===== config.mk =====
export PLATFORM = sky130hd
export DESIGN_NAME = alu_pipe_flat
export DESIGN_NICKNAME = d
export VERILOG_FILES = /design/src/rtl/alu_pipe_pkg.sv /design/src/rtl/alu_pipe_if.sv /design/src/rtl/alu_pipe_core.sv /design/src/rtl/alu_pipe.sv /design/src/flat_wrapper.sv
export SDC_FILE = /design/constraint.sdc
export NUM_CORES = 1
export LEC_CHECK = 0
export BUFFER_PORTS_ARGS = -buffer_cell sky130_fd_sc_hd__buf_4
export CAP_MARGIN = 10
export CORE_ASPECT_RATIO = 0.5
export CORE_MARGIN = 2
export CORE_UTILIZATION = 35
export CTS_BUF_LIST = sky130_fd_sc_hd__clkbuf_2 sky130_fd_sc_hd__clkbuf_4 sky130_fd_sc_hd__clkbuf_8
export DETAILED_ROUTE_END_ITERATION = 7
export SLEW_MARGIN = 20
export SYNTH_ARGS = -nofsm -noshare
export SYNTH_HDL_FRONTEND = slang
export SYNTH_SLANG_ARGS = --single-unit
export TNS_END_PERCENT = 10

===== constraint.sdc =====
create_clock -name clk -period 3.3 [get_ports clk]
set_input_delay 0.165 -clock clk [delete_from_list [all_inputs] [get_ports clk]]
set_output_delay 0.165 -clock clk [all_outputs]
set_load 0.01 [all_outputs]

===== src/rtl/alu_pipe_pkg.sv =====
// alu_pipe_pkg
//   Shared opcode encodings and opcode-classification helpers for the
//   registered ALU (alu_pipe) and its combinational datapath (alu_core).
//   Optional feature macro: ALU_PIPE_MUL_EN (opcode 10 becomes MUL).
//   No ports; imported with "import alu_pipe_pkg::*;".
package alu_pipe_pkg;

  localparam int OPCODE_W = 4;

  localparam logic [OPCODE_W-1:0] OP_INVALID = 4'd0;
  localparam logic [OPCODE_W-1:0] OP_ADD     = 4'd1;
  localparam logic [OPCODE_W-1:0] OP_ADDC    = 4'd2;
  localparam logic [OPCODE_W-1:0] OP_SUB     = 4'd3;
  localparam logic [OPCODE_W-1:0] OP_INC     = 4'd4;
  localparam logic [OPCODE_W-1:0] OP_DEC     = 4'd5;
  localparam logic [OPCODE_W-1:0] OP_AND     = 4'd6;
  localparam logic [OPCODE_W-1:0] OP_NOT     = 4'd7;
  localparam logic [OPCODE_W-1:0] OP_ROL     = 4'd8;
  localparam logic [OPCODE_W-1:0] OP_ROR     = 4'd9;
  localparam logic [OPCODE_W-1:0] OP_MUL     = 4'd10;

  // Opcode 0 and everything above the last implemented opcode are invalid.
  function automatic logic is_valid_op(input logic [OPCODE_W-1:0] op);
`ifdef ALU_PIPE_MUL_EN
    return (op >= OP_ADD) && (op <= OP_MUL);
`else
    return (op >= OP_ADD) && (op <= OP_ROR);
`endif
  endfunction

  // Opcodes whose carry_out is written into the sticky carry register.
  function automatic logic updates_carry(input logic [OPCODE_W-1:0] op);
    logic hit;
    hit = (op == OP_ADD) || (op == OP_ADDC) || (op == OP_INC) ||
          (op == OP_ROL) || (op == OP_ROR);
`ifdef ALU_PIPE_MUL_EN
    hit = hit || (op == OP_MUL);
`endif
    return hit;
  endfunction

endpackage


===== src/rtl/alu_pipe_if.sv =====
// alu_pipe_if
//   Bundles the operation request channel, the result channel and the
//   status outputs of alu_pipe.
//   Request : in_valid, in_ready, opcode, a, b
//   Result  : out_valid, out_ready, y, carry_out, borrow, zero, parity,
//             invalid_op
//   Status  : carry_flag (sticky carry), err_cnt (invalid-op count)
//   Modports: master = sequencer/writeback side, slave = the ALU.
interface alu_pipe_if #(
  parameter int WIDTH     = 8,
  parameter int CNT_WIDTH = 8
);
  import alu_pipe_pkg::*;

  logic                 in_valid;
  logic                 in_ready;
  logic [OPCODE_W-1:0]  opcode;
  logic [WIDTH-1:0]     a;
  logic [WIDTH-1:0]     b;

  logic                 out_valid;
  logic                 out_ready;
  logic [WIDTH-1:0]     y;
  logic                 carry_out;
  logic                 borrow;
  logic                 zero;
  logic                 parity;
  logic                 invalid_op;

  logic                 carry_flag;
  logic [CNT_WIDTH-1:0] err_cnt;

  modport master (
    output in_valid, opcode, a, b, out_ready,
    input  in_ready, out_valid, y, carry_out, borrow, zero, parity,
           invalid_op, carry_flag, err_cnt
  );

  modport slave (
    input  in_valid, opcode, a, b, out_ready,
    output in_ready, out_valid, y, carry_out, borrow, zero, parity,
           invalid_op, carry_flag, err_cnt
  );

endinterface


===== src/rtl/alu_pipe_core.sv =====
// alu_core
//   Purely combinational ALU datapath. Arithmetic is done WIDTH+1 bits wide
//   so the carry is the top bit of the sum.
//   Optional feature macro: ALU_PIPE_MUL_EN (adds opcode 10 = MUL).
//   Ports:
//     opcode     in   operation select
//     a, b       in   operands
//     carry_in   in   sticky carry used by ADDC
//     y          out  result (0 for invalid opcodes)
//     carry_out  out  carry / rotated-out bit / MUL high-half-nonzero
//     borrow     out  borrow of SUB / DEC
//     zero       out  y == 0 (valid opcodes only)
//     parity     out  XOR-reduce of y (valid opcodes only)
//     invalid_op out  opcode not supported
module alu_core
  import alu_pipe_pkg::*;
#(
  parameter int WIDTH = 8
) (
  input  logic [OPCODE_W-1:0] opcode,
  input  logic [WIDTH-1:0]    a,
  input  logic [WIDTH-1:0]    b,
  input  logic                carry_in,
  output logic [WIDTH-1:0]    y,
  output logic                carry_out,
  output logic                borrow,
  output logic                zero,
  output logic                parity,
  output logic                invalid_op
);

  logic [WIDTH:0] ext_a;
  logic [WIDTH:0] ext_b;
  logic [WIDTH:0] ext_c;
  logic [WIDTH:0] sum;

`ifdef ALU_PIPE_MUL_EN
  logic [2*WIDTH-1:0] prod;
  assign prod = a * b;
`endif

  assign ext_a = {1'b0, a};
  assign ext_b = {1'b0, b};
  assign ext_c = {{WIDTH{1'b0}}, carry_in};

  assign invalid_op = !is_valid_op(opcode);

  always_comb begin
    y         = '0;
    carry_out = 1'b0;
    borrow    = 1'b0;
    sum       = '0;
    case (opcode)
      OP_ADD: begin
        sum       = ext_a + ext_b;
        y         = sum[WIDTH-1:0];
        carry_out = sum[WIDTH];
      end
      OP_ADDC: begin
        sum       = ext_a + ext_b + ext_c;
        y         = sum[WIDTH-1:0];
        carry_out = sum[WIDTH];
      end
      OP_SUB: begin
        sum    = ext_a - ext_b;
        y      = sum[WIDTH-1:0];
        borrow = (a < b);
      end
      OP_INC: begin
        sum       = ext_a + (WIDTH+1)'(1);
        y         = sum[WIDTH-1:0];
        carry_out = sum[WIDTH];
      end
      OP_DEC: begin
        sum    = ext_a - (WIDTH+1)'(1);
        y      = sum[WIDTH-1:0];
        borrow = (a == '0);
      end
      OP_AND: y = a & b;
      OP_NOT: y = ~a;
      OP_ROL: begin
        y         = {a[WIDTH-2:0], a[WIDTH-1]};
        carry_out = a[WIDTH-1];
      end
      OP_ROR: begin
        y         = {a[0], a[WIDTH-1:1]};
        carry_out = a[0];
      end
`ifdef ALU_PIPE_MUL_EN
      OP_MUL: begin
        y         = prod[WIDTH-1:0];
        carry_out = |prod[2*WIDTH-1:WIDTH];
      end
`endif
      default: begin
        y = '0;
      end
    endcase
  end

  // Invalid results report all flags low, including zero, even though y is 0.
  assign zero   = !invalid_op && (y == '0);
  assign parity = !invalid_op && (^y);

endmodule


===== src/rtl/alu_pipe.sv =====
// alu_pipe
//   Registered, valid/ready handshaked ALU with a sticky carry register for
//   multi-word add-with-carry chains and a saturating invalid-op counter.
//   One result register, latency 1, throughput 1 op/cycle while out_ready=1.
//   Optional feature macro: ALU_PIPE_MUL_EN (opcode 10 = MUL).
//   Ports:
//     clk    in  rising-edge clock
//     reset  in  asynchronous active-high reset
//     bus    alu_pipe_if.slave: request channel (in_valid/in_ready/opcode/
//            a/b), result channel (out_valid/out_ready/y + flags) and
//            status (carry_flag, err_cnt)
module alu_pipe
  import alu_pipe_pkg::*;
#(
  parameter int WIDTH     = 8,
  parameter int CNT_WIDTH = 8
) (
  input  logic      clk,
  input  logic      reset,
  alu_pipe_if.slave bus
);

  logic [WIDTH-1:0]     core_y;
  logic                 core_carry;
  logic                 core_borrow;
  logic                 core_zero;
  logic                 core_parity;
  logic                 core_invalid;

  logic                 out_valid_q;
  logic [WIDTH-1:0]     y_q;
  logic                 carry_out_q;
  logic                 borrow_q;
  logic                 zero_q;
  logic                 parity_q;
  logic                 invalid_q;
  logic                 carry_flag_q;
  logic [CNT_WIDTH-1:0] err_cnt_q;

  logic                 in_ready;
  logic                 accept;

  alu_core #(
    .WIDTH (WIDTH)
  ) u_core (
    .opcode     (bus.opcode),
    .a          (bus.a),
    .b          (bus.b),
    .carry_in   (carry_flag_q),
    .y          (core_y),
    .carry_out  (core_carry),
    .borrow     (core_borrow),
    .zero       (core_zero),
    .parity     (core_parity),
    .invalid_op (core_invalid)
  );

  // The result register is free when empty or being drained this cycle.
  assign in_ready = !out_valid_q || bus.out_ready;
  assign accept   = bus.in_valid && in_ready;

  always_ff @(posedge clk or posedge reset) begin
    if (reset) begin
      out_valid_q <= 1'b0;
      y_q         <= '0;
      carry_out_q <= 1'b0;
      borrow_q    <= 1'b0;
      zero_q      <= 1'b0;
      parity_q    <= 1'b0;
      invalid_q   <= 1'b0;
    end else if (accept) begin
      out_valid_q <= 1'b1;
      y_q         <= core_y;
      carry_out_q <= core_carry;
      borrow_q    <= core_borrow;
      zero_q      <= core_zero;
      parity_q    <= core_parity;
      invalid_q   <= core_invalid;
    end else if (bus.out_ready) begin
      out_valid_q <= 1'b0;
    end
  end

  // Written at acceptance, so a back-to-back ADDC sees the previous op's carry.
  always_ff @(posedge clk or posedge reset) begin
    if (reset) begin
      carry_flag_q <= 1'b0;
    end else if (accept && updates_carry(bus.opcode)) begin
      carry_flag_q <= core_carry;
    end
  end

  always_ff @(posedge clk or posedge reset) begin
    if (reset) begin
      err_cnt_q <= '0;
    end else if (accept && core_invalid && (err_cnt_q != '1)) begin
      err_cnt_q <= err_cnt_q + CNT_WIDTH'(1);
    end
  end

  assign bus.in_ready   = in_ready;
  assign bus.out_valid  = out_valid_q;
  assign bus.y          = y_q;
  assign bus.carry_out  = carry_out_q;
  assign bus.borrow     = borrow_q;
  assign bus.zero       = zero_q;
  assign bus.parity     = parity_q;
  assign bus.invalid_op = invalid_q;
  assign bus.carry_flag = carry_flag_q;
  assign bus.err_cnt    = err_cnt_q;

endmodule


===== src/flat_wrapper.sv =====
// flat-port wrapper written by rule: the top's interface ports become plain ports
module alu_pipe_flat import alu_pipe_pkg::*;
#(
  parameter int WIDTH     = 8,
  parameter int CNT_WIDTH = 8
)
  (clk, reset, bus_in_valid, bus_opcode, bus_a, bus_b, bus_out_ready, bus_in_ready, bus_out_valid, bus_y, bus_carry_out, bus_borrow, bus_zero, bus_parity, bus_invalid_op, bus_carry_flag, bus_err_cnt);
  alu_pipe_if #(.WIDTH(WIDTH), .CNT_WIDTH(CNT_WIDTH)) bus_i ();
  input  logic clk;
  input  logic reset;
  input wire logic [$bits(bus_i.in_valid)-1:0] bus_in_valid;
  input wire logic [$bits(bus_i.opcode)-1:0] bus_opcode;
  input wire logic [$bits(bus_i.a)-1:0] bus_a;
  input wire logic [$bits(bus_i.b)-1:0] bus_b;
  input wire logic [$bits(bus_i.out_ready)-1:0] bus_out_ready;
  output wire logic [$bits(bus_i.in_ready)-1:0] bus_in_ready;
  output wire logic [$bits(bus_i.out_valid)-1:0] bus_out_valid;
  output wire logic [$bits(bus_i.y)-1:0] bus_y;
  output wire logic [$bits(bus_i.carry_out)-1:0] bus_carry_out;
  output wire logic [$bits(bus_i.borrow)-1:0] bus_borrow;
  output wire logic [$bits(bus_i.zero)-1:0] bus_zero;
  output wire logic [$bits(bus_i.parity)-1:0] bus_parity;
  output wire logic [$bits(bus_i.invalid_op)-1:0] bus_invalid_op;
  output wire logic [$bits(bus_i.carry_flag)-1:0] bus_carry_flag;
  output wire logic [$bits(bus_i.err_cnt)-1:0] bus_err_cnt;
  assign bus_i.in_valid = bus_in_valid;
  assign bus_i.opcode = bus_opcode;
  assign bus_i.a = bus_a;
  assign bus_i.b = bus_b;
  assign bus_i.out_ready = bus_out_ready;
  assign bus_in_ready = bus_i.in_ready;
  assign bus_out_valid = bus_i.out_valid;
  assign bus_y = bus_i.y;
  assign bus_carry_out = bus_i.carry_out;
  assign bus_borrow = bus_i.borrow;
  assign bus_zero = bus_i.zero;
  assign bus_parity = bus_i.parity;
  assign bus_invalid_op = bus_i.invalid_op;
  assign bus_carry_flag = bus_i.carry_flag;
  assign bus_err_cnt = bus_i.err_cnt;
  alu_pipe #(.WIDTH(WIDTH), .CNT_WIDTH(CNT_WIDTH)) u_core (.clk(clk), .reset(reset), .bus(bus_i));
endmodule

==> metrics.log <==
INFO  metric wl_per_cell = around 17 um
INFO  metric die_h = 69.7 um
INFO  metric crit_path_end_kind = flop
INFO  metric die_w = 135 um
INFO  metric synth_nets = 433
INFO  metric rows = 23
INFO  metric cellPowerDensity = 344 mW/mm^2
INFO  metric synth-edff-count = 0
INFO  metric tritoncts = built
INFO  metric worstSetupStartpoint = bus_b[2]
INFO  metric post_route_cells_drive_above_1_share = 19.0%
INFO  metric max_freq = about 330 MHz
INFO  metric final_nets = approximately 480
INFO  metric irDropWorstVdd = around 0.00022 V
INFO  metric final-setup-viol-count = 0
INFO  metric critical_path_data_required_time = 3510 ps
INFO  metric max-slew-margin-rel = 42.3%
INFO  metric timing_hold_violations_final = 0
INFO  metric post_layout_nonfiller_instances = between 500 and 600
INFO  metric synth-seq-area-share = about a fifth
INFO  metric grt_antenna_before_repair = 0
INFO  metric tns = 0 ps
INFO  metric cp_data_arrival_time = between 3000 and 4000 ps
INFO  metric area_delta_synth_final = 17.3%
INFO  metric slew_worst_pin = 864 ps
INFO  metric ctsResizeCount = 0
INFO  metric mappedNetlistArea = 0.00302 mm^2
INFO  metric postSynth.asyncResetShare = between 90% and 100%
INFO  metric ioPinCount = 48
INFO  metric hold_slack = 75.4 ps
INFO  metric num_antenna_cells = 0
INFO  metric insertion_delay = approximately 270 ps
INFO  metric path_buf_inv = 2
INFO  metric synthesis.yosys.warnings = 0
INFO  metric synthFlopType = dfrtp_1
INFO  metric post_synth_inst_count = between 300 and 400
INFO  metric critical_r2r_launch = u_core.bus.carry_flag
INFO  metric maximum_number_of_pins_on_one_net_before_global_route_repair = 32
INFO  metric drt-pass1-iter-count = 5
INFO  metric post-route-min-period = 3000 ps
INFO  metric dpl.cell_count = between 500 and 600
INFO  metric drc_errors = 0
INFO  metric rr_endpoint = u_core.bus.parity
INFO  metric drt-initial-drc-count = between 200 and 250
INFO  metric core = 0.00817 mm^2
INFO  metric cts.clk_slew.worst_paths = 80 ps
INFO  metric cts.sink_count = 23
INFO  metric grt_pass1_wl = ~14000 um
INFO  metric cp_cell_sequence = buf_4, inv_1, ha_1, nor3b_2, or4_4, a22oi_2, nand4_1, xnor2_1, a211oi_1, ha_1, xor2_1, xnor2_1, nand3_1, nand2_1
INFO  metric portBuffers = 47
INFO  metric vias = between 3000 and 4000
INFO  metric worst_path_largest_cell_delay = slightly below 500 ps
INFO  metric drt-vias-per-instance = between 5 and 6
INFO  metric cts_post_setup_buffers_inserted = 0
INFO  metric routabilityCongestion = approximately 0.96
INFO  metric ys_seq_elements = 23
INFO  metric multi_input_comb_area = 0.00222 mm^2
INFO  metric floorplan.initialDensity = 36.9%
INFO  metric cts-hold-fix-buffers = 0
INFO  metric leakage = around 0.0016 uW
INFO  metric reg2reg_setup_slack = between 500 and 600 ps
INFO  metric grt.total_usage = between 10% and 20%
INFO  metric hp-class = in -> async
INFO  metric min_period_over_period = roughly 90%
INFO  metric cp_slowest_cell = or4_4
INFO  metric regArea = 576 um^2
INFO  metric finalWirelength = just over 9000 um
INFO  metric cts_buffers = 3
INFO  metric clockRootBuffer = clkbuf_8
INFO  metric drv_cap = 0
INFO  metric rsz0062_at_grt = false
INFO  metric timing.clock.skew = roughly 3.9 ps
INFO  metric netlist-cell-type-count = 64
INFO  metric route.antenna.remaining_nets = 0
INFO  metric critPathTopFamily = simple AND/OR/NAND/NOR gates
INFO  metric grt_remaining_overflow = 0
INFO  metric hpwl = 7200 um
INFO  metric synth.avg_cell_area = a little under 8 um^2
INFO  metric number_of_global_route_vias_before_repair = 2666
INFO  metric path_depth_of_the_worst_reg2reg_path = 12
INFO  metric timing_max_transition_violations_final = 0
INFO  metric crit_path_max_fanout = 8
INFO  metric fillers = 848
INFO  metric critical_path_class = in -> reg
INFO  metric outcome = complete, no violations
INFO  metric die_area = around 0.0094 mm^2
INFO  metric cts.path.max_buffers = 2
INFO  metric critPathLaunchType = primary input
INFO  metric htree_levels = 1
-- area by class of cell --
| type | count | area share [%] |
|---|---|---|
| clock buffer | 4 | 1.38 |
| inverter | 25 | 2.65 |
| multi-input combinational | 313 | 62.8 |
| sequential | 23 | 16.3 |
| tap | 112 | 3.96 |
| timing repair buffer | 61 | 12.9 |
-- power breakdown --
part           total (uW)  internal, uW  switching (uW)
Sequential            400           342            57.8
Combinational         633           293             340
Clock                 185          94.5            90.0
Total                1220           729             488
-- Yosys cell counts (3+ instances only) --
master / number / area share, %
nor3_1: 8 / 1.3
a31oi_1: 4 / 0.83
o311ai_0: 3 / 0.87
a211oi_1: 6 / 1.5
o21ai_0: 26 / 4.3
or3_1: 6 / 1.2
nand2b_1: 6 / 1.2
dfrtp_1: 23 / 19
nand2_1: 37 / 4.6
nand4_1: 7 / 1.5
nor2_1: 28 / 3.5
xor2_1: 8 / 2.3
o22ai_1: 12 / 2.5
clkbuf_1: 10 / 1.2
mux2i_1: 16 / 5.3
buf_4: 4 / 0.99
ha_1: 26 / 11
and2_1: 6 / 1.2
buf_6: 3 / 1.1
nor2b_1: 5 / 1.0
a22oi_1: 3 / 0.75
nand3_1: 9 / 1.5
a21oi_1: 18 / 3.0
xnor2_1: 20 / 5.8
nor4_1: 3 / 0.62
a221oi_1: 3 / 0.87
o21bai_1: 3 / 0.75
o21a_1: 6 / 1.5
inv_1: 25 / 3.1
-- cells in the final DEF, fill, tap and decap left out, types with 16 or more instances in the layout --
| master | netlist | final |
|---|---|---|
| dfrtp_1 | 23 | 23 |
| mux2i_1 | 16 | 16 |
| ha_1 | 26 | 26 |
| a21oi_1 | 18 | 18 |
| inv_1 | 25 | 25 |
| o21ai_0 | 26 | 26 |
| nor2_1 | 28 | 28 |
| xnor2_1 | 20 | 20 |
| nand2_1 | 37 | 37 |
| buf_4 | 4 | 61 |
-- worst reg2reg max path, delay by kind of cell (launching register included) --
family	cells	cell delay, ps
AND/OR/NAND/NOR	4	800
adder cells (fa/ha/maj)	2	530
AO/OA/AOI/OAI	4	630
flip-flops	1	400
XOR/XNOR	2	300
-- worst max-delay path by stage --
stage | to | slack [ps] | cells past startpoint
after global placement | u_core.bus.parity | 50 | 13
after detailed placement | u_core.bus.parity | 40 | 14
after global routing | u_core.bus.parity | 40 | 13
after floorplan | u_core.bus.parity | 310 | 15
after CTS | u_core.bus.parity | 310 | 14
final | u_core.bus.parity | 300 | 14
-- state kept, by name (all words and copies together), names as in the netlist --
signal and flops:
u_core.bus.borrow 1, u_core.bus.carry_flag 1, u_core.bus.carry_out 1, u_core.bus.err_cnt 8
u_core.bus.invalid_op 1, u_core.bus.out_valid 1, u_core.bus.parity 1, u_core.bus.y 8
u_core.bus.zero 1
-- cells by family (layout without fill, tap and decap cells) --
logic type               count (synthesis)  in the layout  share of synthesized area (%)
multiplexers                            18             18                           6.05
adder cells (fa/ha/maj)                 28             28                           12.1
AND/OR/NAND/NOR                        133            133                           23.6
AO/OA/AOI/OAI                          105            105                           23.3
flip-flops                              23             23                           19.1
buffers and inverters                   45             90                           7.25
XOR/XNOR                                29             29                           8.66
-- stage by stage --
stage          setup WS [ps]  total power, uW  util [%]  cell area (um^2)
2_1_floorplan            311              796         -              3020
3_3_place_gp            53.4             1030      42.7              3490
3_5_place_dp            41.7             1030      42.7              3490
4_1_cts                  314             1220      43.3              3540
5_1_grt                 39.5             1300      43.3              3540
6_report                 301             1220      43.3              3540
-- per-layer routing --
metal	track usage, %	share of wire, %	vias to the layer above
li1	-	-	1478
met1	30.0	50	1418
met2	26.2	39	132
met3	3.07	9.2	13
met4	3.13	1.4	0
met5	0	0	-
(Power assumes the default switching activity.)
